File: config.mk
export PLATFORM = sky130hd
export DESIGN_NAME = fetch_unit
export DESIGN_NICKNAME = d
export VERILOG_FILES = /design/src/rtl/fetch_unit.sv
export SDC_FILE = /design/constraint.sdc
export NUM_CORES = 1
export LEC_CHECK = 0
export ABC_CLOCK_PERIOD_IN_PS = 2500
export CELL_PAD_IN_SITES_DETAIL_PLACEMENT = 1
export CELL_PAD_IN_SITES_GLOBAL_PLACEMENT = 1
export CORE_MARGIN = 1
export CORE_UTILIZATION = 30
export DETAILED_ROUTE_END_ITERATION = 10
export DONT_BUFFER_PORTS = 1
export PLACE_DENSITY = 0.5
export SLEW_MARGIN = 20
export SYNTH_ARGS = -nofsm -noshare
export SYNTH_HDL_FRONTEND = slang
export SYNTH_SLANG_ARGS = --single-unit
File: constraint.sdc
create_clock -name clk -period 2.5 [get_ports clk]
set_input_delay 0.375 -clock clk [delete_from_list [all_inputs] [get_ports clk]]
set_output_delay 0.375 -clock clk [all_outputs]
set_load 0.005 [all_outputs]
File: src/rtl/fetch_unit.sv
`default_nettype none
// ============================================================================
// Module      : fetch_unit
// Description : Instruction fetch stage. Owns the program counter, issues
//               word-aligned requests to instruction memory (one outstanding
//               at most), buffers responses with their PCs in a small
//               prefetch FIFO and presents {instruction, pc} downstream.
//               A redirect flushes all buffered and in-flight work.
// Ports       : clk            - rising-edge clock
//               reset          - asynchronous, active-low reset
//               imem_req_*     - request channel (valid/ready, word address)
//               imem_rsp_*     - response channel (one per accepted request)
//               redirect_*     - branch/jump restart address
//               inst_*         - FIFO head presented to the datapath
//               busy           - request outstanding or FIFO non-empty
// Revision    : 1.0 - initial release
// ============================================================================
module fetch_unit #(
  parameter int              PC_W       = 8,
  parameter int              INS_W      = 32,
  parameter int              FIFO_DEPTH = 2,
  parameter logic [PC_W-1:0] RESET_PC   = '0
) (
  input  logic             clk,
  input  logic             reset,
  output logic             imem_req_valid,
  input  logic             imem_req_ready,
  output logic [PC_W-1:0]  imem_req_addr,
  input  logic             imem_rsp_valid,
  input  logic [INS_W-1:0] imem_rsp_data,
  input  logic             redirect_valid,
  input  logic [PC_W-1:0]  redirect_pc,
  output logic             inst_valid,
  input  logic             inst_ready,
  output logic [INS_W-1:0] inst_data,
  output logic [PC_W-1:0]  inst_pc,
  output logic             busy
);

  localparam int                 c_ptr_w      = $clog2(FIFO_DEPTH);
  localparam int                 c_cnt_w      = c_ptr_w + 1;
  localparam logic [c_cnt_w-1:0] c_depth      = c_cnt_w'(FIFO_DEPTH);
  localparam logic [PC_W-1:0]    c_pc_step    = PC_W'(4);
  localparam logic [PC_W-1:0]    c_align_mask = ~PC_W'(3);

  typedef enum logic [1:0] {
    ST_REQ   = 2'd0,  // may issue a request
    ST_WAIT  = 2'd1,  // live request outstanding
    ST_DRAIN = 2'd2   // stale request outstanding, response is discarded
  } state_t;

  state_t             r_state;
  state_t             w_state_nxt;
  logic [PC_W-1:0]    r_fetch_pc;
  logic [PC_W-1:0]    w_fetch_pc_nxt;
  logic [PC_W-1:0]    r_req_pc;
  logic               r_req_valid;
  logic               w_req_valid_nxt;
  logic [INS_W-1:0]   r_fifo_data [FIFO_DEPTH];
  logic [PC_W-1:0]    r_fifo_pc   [FIFO_DEPTH];
  logic [c_ptr_w-1:0] r_wr_ptr;
  logic [c_ptr_w-1:0] r_rd_ptr;
  logic [c_cnt_w-1:0] r_count;
  logic [c_cnt_w-1:0] w_count_nxt;
  logic               w_accept;
  logic               w_push;
  logic               w_pop;
  logic [PC_W-1:0]    w_redirect_pc;

  assign w_redirect_pc = redirect_pc & c_align_mask;

  // r_req_valid is only ever set when the next state is ST_REQ, so it alone
  // qualifies the request handshake.
  assign w_accept = r_req_valid && imem_req_ready;

  // A redirect voids both the response push and the consumer pop.
  assign w_push = (r_state == ST_WAIT) && imem_rsp_valid && !redirect_valid;
  assign w_pop  = (r_count != '0) && inst_ready && !redirect_valid;

  always_comb begin
    w_state_nxt    = r_state;
    w_fetch_pc_nxt = r_fetch_pc;
    case (r_state)
      ST_REQ: begin
        if (w_accept) begin
          w_state_nxt    = ST_WAIT;
          w_fetch_pc_nxt = r_fetch_pc + c_pc_step;  // wraps modulo 2^PC_W
        end
      end
      ST_WAIT: begin
        if (imem_rsp_valid) w_state_nxt = ST_REQ;
      end
      ST_DRAIN: begin
        if (imem_rsp_valid) w_state_nxt = ST_REQ;
      end
      default: w_state_nxt = ST_REQ;
    endcase

    // Redirect overrides the address. A request accepted this cycle, or a
    // live request still waiting, becomes stale and must be drained. A
    // response arriving in this same cycle closes the transaction (ST_WAIT
    // drops it via w_push; ST_DRAIN discards it as usual), so the state
    // computed above already returns to ST_REQ in those cases.
    if (redirect_valid) begin
      w_fetch_pc_nxt = w_redirect_pc;
      if ((r_state == ST_REQ) && w_accept) begin
        w_state_nxt = ST_DRAIN;
      end else if ((r_state == ST_WAIT) && !imem_rsp_valid) begin
        w_state_nxt = ST_DRAIN;
      end
    end
  end

  always_comb begin
    w_count_nxt = r_count;
    if (redirect_valid) begin
      w_count_nxt = '0;
    end else if (w_push && !w_pop) begin
      w_count_nxt = r_count + c_cnt_w'(1);
    end else if (!w_push && w_pop) begin
      w_count_nxt = r_count - c_cnt_w'(1);
    end
  end

  // A request is only offered when the FIFO has room for its response, so
  // a push can never overflow.
  assign w_req_valid_nxt = (w_state_nxt == ST_REQ) && (w_count_nxt < c_depth);

  always_ff @(posedge clk or negedge reset) begin
    if (!reset) begin
      r_state     <= ST_REQ;
      r_fetch_pc  <= RESET_PC;
      r_req_pc    <= RESET_PC;
      r_req_valid <= 1'b0;
      r_count     <= '0;
      r_wr_ptr    <= '0;
      r_rd_ptr    <= '0;
      for (int i = 0; i < FIFO_DEPTH; i++) begin
        r_fifo_data[i] <= '0;
        r_fifo_pc[i]   <= '0;
      end
    end else begin
      r_state     <= w_state_nxt;
      r_fetch_pc  <= w_fetch_pc_nxt;
      r_req_valid <= w_req_valid_nxt;
      r_count     <= w_count_nxt;
      if (w_accept) begin
        r_req_pc <= r_fetch_pc;
      end
      if (redirect_valid) begin
        r_wr_ptr <= '0;
        r_rd_ptr <= '0;
      end else begin
        if (w_push) begin
          r_fifo_data[r_wr_ptr] <= imem_rsp_data;
          r_fifo_pc[r_wr_ptr]   <= r_req_pc;
          r_wr_ptr              <= r_wr_ptr + c_ptr_w'(1);
        end
        if (w_pop) begin
          r_rd_ptr <= r_rd_ptr + c_ptr_w'(1);
        end
      end
    end
  end

  assign imem_req_valid = r_req_valid;
  assign imem_req_addr  = r_fetch_pc;
  assign inst_valid     = (r_count != '0);
  assign inst_data      = r_fifo_data[r_rd_ptr];
  assign inst_pc        = r_fifo_pc[r_rd_ptr];
  assign busy           = (r_state != ST_REQ) || (r_count != '0);

endmodule
`default_nettype wire

# --- Word-level counts from Yosys, hierarchy flattened ---
# Index checks and enable logic that the tools add are counted.
word_totals:
  out_inout_bits: 51
  reg_bits: 103
  in_bits: 46
classes:
  reduce_logical: 27
  bitwise: 3
  order_cmp: 4
  addsub: 5
  muxes: 28
  n_eq_ne: 2
ops:
  columns: ["cell", "n"]
  rows:
  - ["two-way mux 32 bit", 4]
  - ["bitwise mux 64 bit", 1]
  - ["two-way mux 8 bit", 7]
  - ["demux 32 bit (select 1 bit)", 1]
  - ["bitwise mux 16 bit", 1]
  - ["two-way mux 2 bit", 8]
  - ["nonzero test 2 bit", 6]
  - ["logical AND 1 bit", 11]
  - ["adder 8 x 3 -> 8 bit, second input constant", 1]
  - ["demux 8 bit (select 1 bit)", 1]
  - [">= comparator 2 bit, second input constant", 2]
  - ["logical NOT 1 bit", 4]
  - ["logical NOT 2 bit", 2]
  - ["two-way mux 1 bit", 4]
  - ["inverter 1 -> 2 bit", 2]
  - ["case mux 2 bit (2 select lines)", 1]
  - ["AND reduction 2 bit", 2]
  - ["adder 1 bit, second input constant", 2]
  - ["adder 2 x 1 -> 2 bit, second input constant", 1]
  - ["equality test 2 x 1 -> 1 bit, second input constant", 1]
  - ["equality test 2 bit, second input constant", 1]
  - ["< comparator 2 x 1 -> 1 bit, second input constant", 1]
  - ["< comparator 2 bit, second input constant", 1]
  - ["OR reduction 2 bit", 1]
  - ["3 further kinds", 3]

# --- Longest topological paths before layout ---
# Gate-level depths: netlist of run 1.
depth:
  ltp_word: 10
  depth_mapped: 8
  depth_no_buf: 6

# --- Worst setup path before layout of run 1 ---
# OpenSTA, ideal clock, no wires.
synth_path:
  path_type: "register -> register"
  startpoint: "register r_state[1]"
  endpoint: "register r_fifo_data[46] in the netlist's numbering"
  path_slack_ns: 0.838
  path_stages_with_launch: 8
  required_ns: 2.375
  period_less_slack_ns: 1.662
  path_buffers: 2
  setup_ns: 0.125
  arrival_ns: 1.537
  cell_sequence: "dfrtp_1 inv_1 ha_1 nand2_2 nor3_2 buf_4 buf_6 mux2_2"
synth_via:
  elab_chain_cells: 4
synth_rtl:
  columns: ["element", "line", "text"]
  rows:
  - ["from (decl)", "52", "state_t r_state;"]
  - ["from (signal assigned)", "143", "r_state <= w_state_nxt;"]
  - ["equality test 2 x 1 -> 1 bit", "77", "assign w_push = (r_state == ST_WAIT) && imem_rsp_valid && !redirect_valid;"]
  - ["logical AND 1 bit (2 in a row)", "77", null]
  - ["AND reduction 2 bit (no source line)", null, null]
  - ["to (signal, indexed assignment)", "155", "r_fifo_data[r_wr_ptr] <= imem_rsp_data;"]
  - ["to (decl)", "59", "logic [INS_W-1:0] r_fifo_data [FIFO_DEPTH];"]
# No other way between the ends.
# A chain may end at the register's enable or synchronous reset.

# --- Final worst setup path of run 1 ---
layout_path:
  startpoint: "register r_rd_ptr"
  endpoint: "output inst_pc[5]"
layout_via:
  elab_chain_cells: 4
layout_rtl:
  columns: ["element", "line", "text"]
  rows:
  - ["from (decl)", "62", "logic [c_ptr_w-1:0] r_rd_ptr;"]
  - ["from (signal assigned)", "160", "r_rd_ptr <= r_rd_ptr + c_ptr_w'(1);"]
  - ["inverter 1 -> 2 bit (not written as such)", "170", "assign inst_pc = r_fifo_pc[r_rd_ptr];"]
  - ["two-way mux 8 bit (not written as such) (3 in a row)", "170", null]
  - ["to (decl)", "36", "output logic [PC_W-1:0] inst_pc,"]
# No other way between the ends. The select of a mux whose other input is x is not followed.

==> qor.yml, run 1 <==
p_per_area_mw_per_mm2: 1190
start_util_pct: 31.1
p_int_w: 0.00413
die_w_um: 123
cpMaxStageDelayCell: "dfrtp_2"
setup_tns_ns: 0
cts_sinks: 95
io_buffer_count: 0
critical_path.max_stage_delay_ns: 0.47
num_vias: 2323
violations: "negative hold slack"
drive_above_1_share_pct: 44.3
maxSlewViolCount: 0
ant_nets: 0
synth-seq-cells: 95
io_pins: 97
hp-class: "in2async"
nNetsFinal: 352
num_antenna_cells: 0
synth_warnings: 0
p_comb_share_pct: 29.8
yosys-top-cells-area: "dfrtp_1 (54%), mux2_2 (22%), mux2_4 (6.9%)"
synth_cells: 300
layout_worst_path_cycle_share_pct: 75.0
ys_seq_area_share_pct: 54.4
finalHoldViolations: 95
status: "complete, but fails checks"
p_leak_nw: 2.22
crit_path_cell_trace: "buf_12 > mux2_2"
clock_skew_ns: 0.00695
clock_latency_ns: 0.35
postSynthAreaPerCell_um2: 14.6
root_buffer: "clkbuf_16"
power.switching_w: 0.00164
wl_per_cell_um: 18.3
worst_hold_slack_ns: -0.278
peakVddDrop_uv: 352
nFillCells: 1440
final-setup-viol-count: 0
critPathKind: "reg2out"
grt_pass1_wl_um: 13900
crit_family: "flip-flops"
rsz0062_at_grt: "false"
overflow: 0
path_clk_slew_ns: 0.07
area_delta_synth_final_pct: 11.1
place_hpwl_um: 5560
synth.distinct_cells: 33
via_per_inst: 4.79
fmax_ghz: 0.533
drt_iter0_markers: 75
syn-cell-area_mm2: 0.00437
startpoint_type: "register"
cts.path.max_buffers: 2
gp_congestion: 0.686
period_needed_ns: 1.87
drc_errors: 0
final_util_pct: 34.6
seq_power_share_pct: 44.3
cts_tree: "yes"
post_cts_resized: 0
p_sw_share_pct: 28.4
worst-path-max-fanout: 34
cp_num_buf_inv: 1
die_h_um: 123
worst_ep_required_time_ns: 2.12
cts_buffers: 9
antenna_found_initial: 0
track_usage_pct: 12.7
firstDrtPassIters: 4
finalWirelength_um: 8860
critPathCaptureType: "output pin"
clkPwrFrac_pct: 25.9
core_mm2: 0.0140
dieArea_mm2: 0.0150
finalPower_w: 0.00577
rows: 43
drv_cap: 0
cp.arrival_ns: 1.50
htree_levels: 3
synth_top_cell_area_share_pct: 54.4
yosys.area.top_type: "dfrtp_1"
grt_max_degree: 96
grt_pass1_vias: 2557
==> final timing paths <==
path                            startpoint         endpoint  slack (ns)  cells past startpoint
min in group clk            redirect_valid         r_rd_ptr        0.09                      1
max in group asynchronous            reset         r_rd_ptr        2.62                      0
max                               r_rd_ptr       inst_pc[5]        0.63                      2
min                                  reset  r_fifo_data[40]       -0.28                      0
min reg2reg                r_fifo_data[34]  r_fifo_data[34]        0.49                      1
max reg2reg                     r_state[1]  r_fifo_data[62]        0.65                      6
==> routing by layer <==
layer	vias up	track usage [%]	wire length, um
li1	1044	-	-
met1	1207	15.5	3970
met2	61	19.6	4100
met3	11	4.14	594
met4	0	6.86	190
met5	-	0	0
==> cells in the final DEF, fill, tap and decap left out <==
cell type	synthesis	routed
dfrtp_1	95	94
mux2_2	86	86
mux2_4	20	20
mux2_1	14	14
nand2_1	11	10
clkbuf_16	0	9
o21ai_0	8	8
ha_1	6	6
inv_1	5	5
xnor2_1	5	5
xor2_1	4	4
nor2_1	4	4
conb_1	1	4
buf_4	5	4
nand3_1	3	3
a21oi_1	3	3
nand2_2	1	2
nor3_1	2	2
bufinv_16	0	2
nor2b_1	1	1
nand2b_1	1	1
a21bo_2	1	1
and2_1	1	1
o31ai_1	1	1
nor2b_2	1	1
maj3_2	1	1
a221oi_2	1	1
nor3_4	0	1
nor2_2	1	1
and3_1	1	1
nand4_1	1	1
mux2i_1	1	1
clkinv_4	0	1
clkinvlp_4	0	1
clkbuf_8	0	1
clkinv_2	0	1
clkbuf_1	3	1
buf_12	0	1
dfrtp_2	0	1
==> metrics by stage <==
step,instance area (um^2),hold WS (ns),worst slack [ns],cells
2_1_floorplan,4380,0.0794,0.838,303
3_3_place_gp,4530,0.0819,0.655,469
3_5_place_dp,4530,0.0815,0.618,469
4_1_cts,4850,-0.298,0.576,485
5_1_grt,4850,-0.303,0.485,485
6_report,4850,-0.278,0.625,485
==> repair_timing <==
| action | 4_1_cts | 5_1_grt |
|---|---|---|
| setup endpoints to repair | 0 | 0 |
| setup buffers | 0 | 0 |
| endpoints found under the hold margin | 95 | 95 |
==> power groups by stage <==
stage	Sequential, W	Combinational, W	Clock (W)
after floorplan	0.00244	0.00151	0
after global placement	0.00255	0.00173	0
after detailed placement	0.00259	0.00176	0
after CTS	0.00257	0.00177	0.00156
after global routing	0.00265	0.00191	0.00161
final	0.00256	0.00172	0.00149
==> kinds of logic after synthesis <==
family	after synthesis	share of synthesized area, %
DFF	95	54.4
adders and majority gates	7	1.98
buffers and inverters	24	3.52
muxes	121	32.9
xor gates and xnor gates	9	1.80
other	1	0.0859
and+or+nand+nor	29	3.29
AOI/OAI and AO/OA	14	2.01
==> area by class of cell <==
type	count	area (um^2)	area share, %
sequential	95	2380	49.0
multi-input combinational	184	1860	38.3
clock buffer	11	243	5.00
tap	180	225	4.64
clock inverter	5	81.3	1.68
timing repair buffer	5	50.0	1.03
inverter	5	18.8	0.387
==> registers in the layout, summed over array words and instances, names as in the netlist <==
register and flops:
imem_req_addr 6, imem_req_valid 1, r_count 2, r_fifo_data 64
r_fifo_pc 12, r_rd_ptr 1, r_req_pc 6, r_state 2
r_wr_ptr 1
==> worst register-to-register path, delay by kind of cell, from the launching register on <==
kind                       cells  cell delay [ns]
buffers and inverters          2             0.47
muxes                          1             0.39
DFF                            1             0.38
and+or+nand+nor                2             0.31
adders and majority gates      1             0.20
==> synthesized netlist by cell type <==
library cell and number:
mux2_4 20, conb_1 1, nand2b_1 1, nor2b_2 1, mux2_1 14, nand2_2 1, nand4_1 1, nor2_2 1
buf_2 6, maj3_2 1, o31ai_1 1, mux2_2 86, nand3_1 3, xor2_1 4, nand2_1 11, a221oi_2 1
ha_1 6, a21bo_2 1, nor3_2 1, and2_1 1, a21oi_1 3, buf_4 5, xnor2_1 5, o21ai_0 8
dfrtp_1 95, nor2b_1 1, inv_1 5, nor2_1 4, mux2i_1 1, nor3_1 2, buf_6 5, clkbuf_1 3
and3_1 1
(Power assumes the default switching activity.)
==> run 2: changes to the inputs <==
- ABC_CLOCK_PERIOD_IN_PS: 2500 -> 1730
- clock period: 2.5 -> 1.73 ns (I/O delays scaled with it)
==> qor.yml, run 2 (synthesis results as in run 1) <==
core_mm2: 0.0140  # unchanged
grt_max_degree: 96  # unchanged
start_util_pct: 31.1  # unchanged
dieArea_mm2: 0.0150  # unchanged
drc_errors: 0  # unchanged
fmax_ghz: 0.601
final_common_cell: "dfrtp_1"
finalPower_w: 0.00845  # +47%
finalHoldViolations: 95  # unchanged
violations: "negative hold slack"
startpoint_type: "register"
place_hpwl_um: 5810  # +4.6%
num_vias: 2414  # +3.9%
rr_worst_depth: 7  # +1
dpl_worst_slack_ns: 0.0303  # -0.587 ns
largest_reg_flops: 64  # unchanged
cts.path.max_buffers: 2  # unchanged
status: "complete, but fails checks"
critPathCaptureType: "register"
finalWirelength_um: 9700  # +9.6%
antenna_found_initial: 0  # unchanged
cts_tree: "yes"
setup.worst_path.start: "r_state[1]"
root_buffer: "clkbuf_16"
crit_end: "r_fifo_data[62]"
drv_cap: 0  # unchanged
reg2reg_to: "r_fifo_data[62]"
final_util_pct: 36.1  # +1.5 points
firstDrtPassIters: 4  # unchanged
via_per_inst: 4.86  # +1.4%
peakVddDrop_uv: 524  # +49%
r2r_slack_ns: 0.07  # -0.58 ns
p_leak_nw: 2.31  # +4.0%
clock_latency_ns: 0.34  # about the same
cp.arrival_ns: 1.89  # +0.39 ns
holdBufCountCts: 1
io_pins: 97  # unchanged
setup_ws_ns: 0.0675  # -0.558 ns
largest_register: "r_fifo_data"
nFillCells: 1446  # +0.42%
die_h_um: 123  # unchanged
wl_per_cell_um: 19.5  # +6.9%
rows: 43  # unchanged
drive_above_1_share_pct: 47.9  # +3.7 points
num_antenna_cells: 0  # unchanged
r2r-start: "r_state[1]"
layout_worst_path_cycle_share_pct: 96.1
worst_ep_required_time_ns: 1.96  # -0.16 ns
final-setup-viol-count: 0  # unchanged
gp_congestion: 0.670  # -2.4%
nNetsFinal: 364  # +3.4%
grt_pass1_vias: 2692  # +5.3%
stdcell_count: 497  # +2.5%
io_buffer_count: 0  # unchanged
worst_hold_slack_ns: -0.385  # -0.107 ns
clock_skew_ns: 0.00811  # +0.00116 ns
maxSlewViolCount: 0  # unchanged
worst-path-max-fanout: 5  # -85%
cts_buffers: 9  # unchanged
grt_pass1_wl_um: 14600  # +5.0%
final_cell_mix: "dfrtp_1 (93), mux2_2 (86), mux2_4 (21), mux2_1 (13), clkbuf_16 (11)"
area_delta_synth_final_pct: 15.9
period_needed_ns: 1.66
path_clk_slew_ns: 0.07  # about the same
drt_iter0_markers: 53  # -29%
critPathKind: "reg2reg"
htree_levels: 3  # unchanged
top_regs: "r_fifo_data: 64 flops, r_fifo_pc: 12 flops"
cts_sinks: 95  # unchanged
hp-class: "in2async"
track_usage_pct: 13.0  # +0.35 points
overflow: 0  # unchanged
ant_nets: 0  # unchanged
p_per_area_mw_per_mm2: 1670  # +40%
placed_cells: 472  # +0.64%
die_w_um: 123  # unchanged
run 2: cell count changes in the layout (fill, tap and decap cells not counted), sizes merged:
cell / previous run / this run
dlygate4sd3: 0 / 1
clkinv: 2 / 1
clkbuf: 11 / 14
buf: 5 / 14
bufinv: 2 / 1
clkinvlp: 1 / 2
run 2: worst min path at each step:
stage | startpoint | end | slack (ns) | cells past startpoint
global placement | reset | r_fifo_data[4] | -0.03 | 0
detailed placement | reset | r_fifo_data[40] | -0.03 | 0
CTS | reset | r_fifo_pc[2] | -0.41 | 0
global route | reset | r_fifo_data[21] | -0.41 | 0
floorplan | reset | imem_req_addr[2] | -0.04 | 0
finish | reset | r_fifo_data[40] | -0.38 | 0
run 2: timing repair:
item / 4_1_cts / 5_1_grt
cloned: 0 / 5
gates resized for setup: 0 / 14
endpoints found under the setup margin: 34 / 42
pin swaps: 0 / 1
endpoints found under the hold margin: 100 / 95
setup buffers: 1 / 2
run 2: where the power goes:
group,total (W),internal (W),switching (W)
clock,0.00205,0.00120,0.000848
sequential,0.00370,0.00317,0.000529
combinational,0.00271,0.00163,0.00107
total,0.00845,0.00600,0.00245
run 2: routing by layer:
metal | global-route usage [%] | up-vias | routed length (um)
li1 | - | 1069 | -
met3 | 4.09 | 10 | 586
met5 | 0 | - | 0
met4 | 6.63 | 0 | 177
met2 | 20.4 | 60 | 4610
met1 | 16.0 | 1275 | 4330
run 2: metrics by stage:
step	TNS (ns)	instance area (um^2)
2_1_floorplan	0	4380
3_3_place_gp	0	4590
3_5_place_dp	0	4590
4_1_cts	0	4920
5_1_grt	-0.204	5060
6_report	0	5060
run 2: cell type report:
class / count / area [um^2] / area share (%)
Clock buffer: 12 / 256 / 5.07
Clock inverter: 4 / 53.8 / 1.06
Inverter: 5 / 18.8 / 0.371
Multi-Input combinational cell: 184 / 1880 / 37.2
Sequential cell: 95 / 2380 / 47.0
Tap cell: 180 / 225 / 4.45
Timing Repair Buffer: 17 / 246 / 4.87
run 2: critical path, stage by stage, from the launching register on:
cell and delay [ns]:
dfrtp_1 0.40, inv_2 0.08, ha_4 0.14, nand2_4 0.07
nor3_4 0.20, buf_6 0.16, clkbuf_16 0.16, mux2_2 0.33
==> run 3: changes to the inputs <==
- MAX_ROUTING_LAYER: not set -> met4
==> qor.yml, run 3 (synthesis results as in run 1) <==
rows: 43  # unchanged
wl_per_cell_um: 19.6  # +0.32%
p_per_area_mw_per_mm2: 1670  # about the same
critPathCaptureType: "register"
seq_power_share_pct: 43.7  # about the same
topRoutingLayerUsed: "met4"
antenna_found_initial: 0  # unchanged
route.met3.wl_um: 567  # -3.2%
num_antenna_cells: 0  # unchanged
fin_area_mm2: 0.00506  # unchanged
grt_pass1_vias: 2687  # -0.19%
startpoint_type: "register"
start_util_pct: 31.1  # unchanged
violations: "negative hold slack"
largest_register: "r_fifo_data"
r2r-start: "r_state[1]"
cts_tree: "yes"
holdBufCountCts: 1  # unchanged
drv_cap: 0  # unchanged
dr_wl_met2_um: 4650  # +0.91%
gp_congestion: 0.676  # +0.97%
dpl_worst_slack_ns: 0.0303  # unchanged
core_mm2: 0.0140  # unchanged
fmax_ghz: 0.600  # -0.20%
grt_pass1_wl_um: 14600  # about the same
largest_reg_flops: 64  # unchanged
setup.worst_path.start: "r_state[1]"
path_clk_slew_ns: 0.07  # about the same
layout_worst_path_cycle_share_pct: 96.3  # +0.19 points
overflow: 0  # unchanged
dieArea_mm2: 0.0150  # unchanged
cts.path.max_buffers: 2  # unchanged
cts_sinks: 95  # unchanged
clock_skew_ns: 0.00879  # +0.000682 ns
drt_iter0_markers: 66  # +25%
m1WireLength_um: 4340  # +0.12%
root_buffer: "clkbuf_16"
worst_hold_slack_ns: -0.385  # -0.000201 ns
drc_errors: 0  # unchanged
firstDrtPassIters: 4  # unchanged
period_needed_ns: 1.67  # +0.00334 ns
drive_above_1_share_pct: 47.9  # unchanged
clkPwrFrac_pct: 24.3  # about the same
die_h_um: 123  # unchanged
die_w_um: 123  # unchanged
io_buffer_count: 0  # unchanged
final-setup-viol-count: 0  # unchanged
finalHoldViolations: 95  # unchanged
setup_ws_ns: 0.0641  # -0.00334 ns
status: "complete, but fails checks"
num_vias: 2407  # -0.29%
worst-path-max-fanout: 5  # unchanged
place_hpwl_um: 5810  # unchanged
final_cell_mix: "dfrtp_1 (93), mux2_2 (86), mux2_4 (21), mux2_1 (13), clkbuf_16 (11)"
ant_nets: 0  # unchanged
p_leak_nw: 2.31  # unchanged
final_common_cell: "dfrtp_1"
final_util_pct: 36.1  # unchanged
p_comb_share_pct: 32.0  # about the same
finalWirelength_um: 9740  # +0.32%
cp.arrival_ns: 1.89  # about the same
critPathKind: "reg2reg"
maxSlewViolCount: 0  # unchanged
grt_max_degree: 96  # unchanged
area_delta_synth_final_pct: 15.9  # unchanged
power.switching_w: 0.00245  # about the same
p_sw_share_pct: 29.0  # about the same
io_pins: 97  # unchanged
nNetsFinal: 364  # unchanged
via_per_inst: 4.84  # -0.29%
cts_buffers: 9  # unchanged
worst_ep_required_time_ns: 1.96  # about the same
top_regs: "r_fifo_data: 64 flops, r_fifo_pc: 12 flops"
track_usage_pct: 13.4  # +0.41 points
peakVddDrop_uv: 525  # +0.14%
hp-class: "in2async"
htree_levels: 3  # unchanged
dpl-instance-area_mm2: 0.00459  # unchanged
p_int_w: 0.00600  # unchanged
clock_latency_ns: 0.34  # about the same
==> run 3: cell type report <==
class / count / area (um^2)
inverter: 5 / 18.8
clock buffer: 12 / 256
multi-input combinational: 184 / 1880
clock inverter: 4 / 53.8
tap: 180 / 225
sequential: 95 / 2380
fill: 1446 / 8980
timing repair buffer: 17 / 246
==> run 3: path summary, 6_finish.rpt <==
kind,to,slack [ns],depth (start not counted)
max,r_fifo_data[62],0.06,7
min,r_fifo_data[40],-0.39,0
max reg2reg,r_fifo_data[62],0.06,7
min reg2reg,r_fifo_data[45],0.48,1
max in group asynchronous,r_rd_ptr,1.97,0
min in group clk,imem_req_addr[7],0.01,1
==> run 3: power by group through the flow <==
stage	combinational [W]	sequential, W	clock [W]
global placement	0.00254	0.00369	0
detailed placement	0.00260	0.00376	0
floorplan	0.00218	0.00353	0
global route	0.00298	0.00384	0.00222
CTS	0.00266	0.00370	0.00213
finish	0.00270	0.00370	0.00205
==> run 3: metrics by stage <==
stage | setup TNS [ns] | power (W) | std cells
floorplan | 0 | 0.00571 | 303
global placement | 0 | 0.00624 | 472
detailed placement | 0 | 0.00636 | 472
CTS | 0 | 0.00849 | 490
global route | -0.204 | 0.00904 | 497
finish | 0 | 0.00845 | 497
==> run 3: routing by layer <==
layer	vias up	global-route usage [%]
met5	-	-
met2	60	20.4
met4	0	6.63
met3	10	3.90
met1	1274	16.2
li1	1063	-
==> run 3: timing repair <==
action,in CTS,in global routing
hold endpoints to repair,100,95
pin swaps,0,1
resized for setup,0,14
cloned,0,5
endpoints found under the setup margin,34,42
setup buffers,1,2
==> run 3: worst max-delay path, stage by stage (launching register included) <==
cell       delay, ns
dfrtp_1         0.40
inv_2           0.08
ha_4            0.14
nand2_4         0.07
nor3_4          0.20
buf_6           0.16
clkbuf_16       0.16
mux2_2          0.33
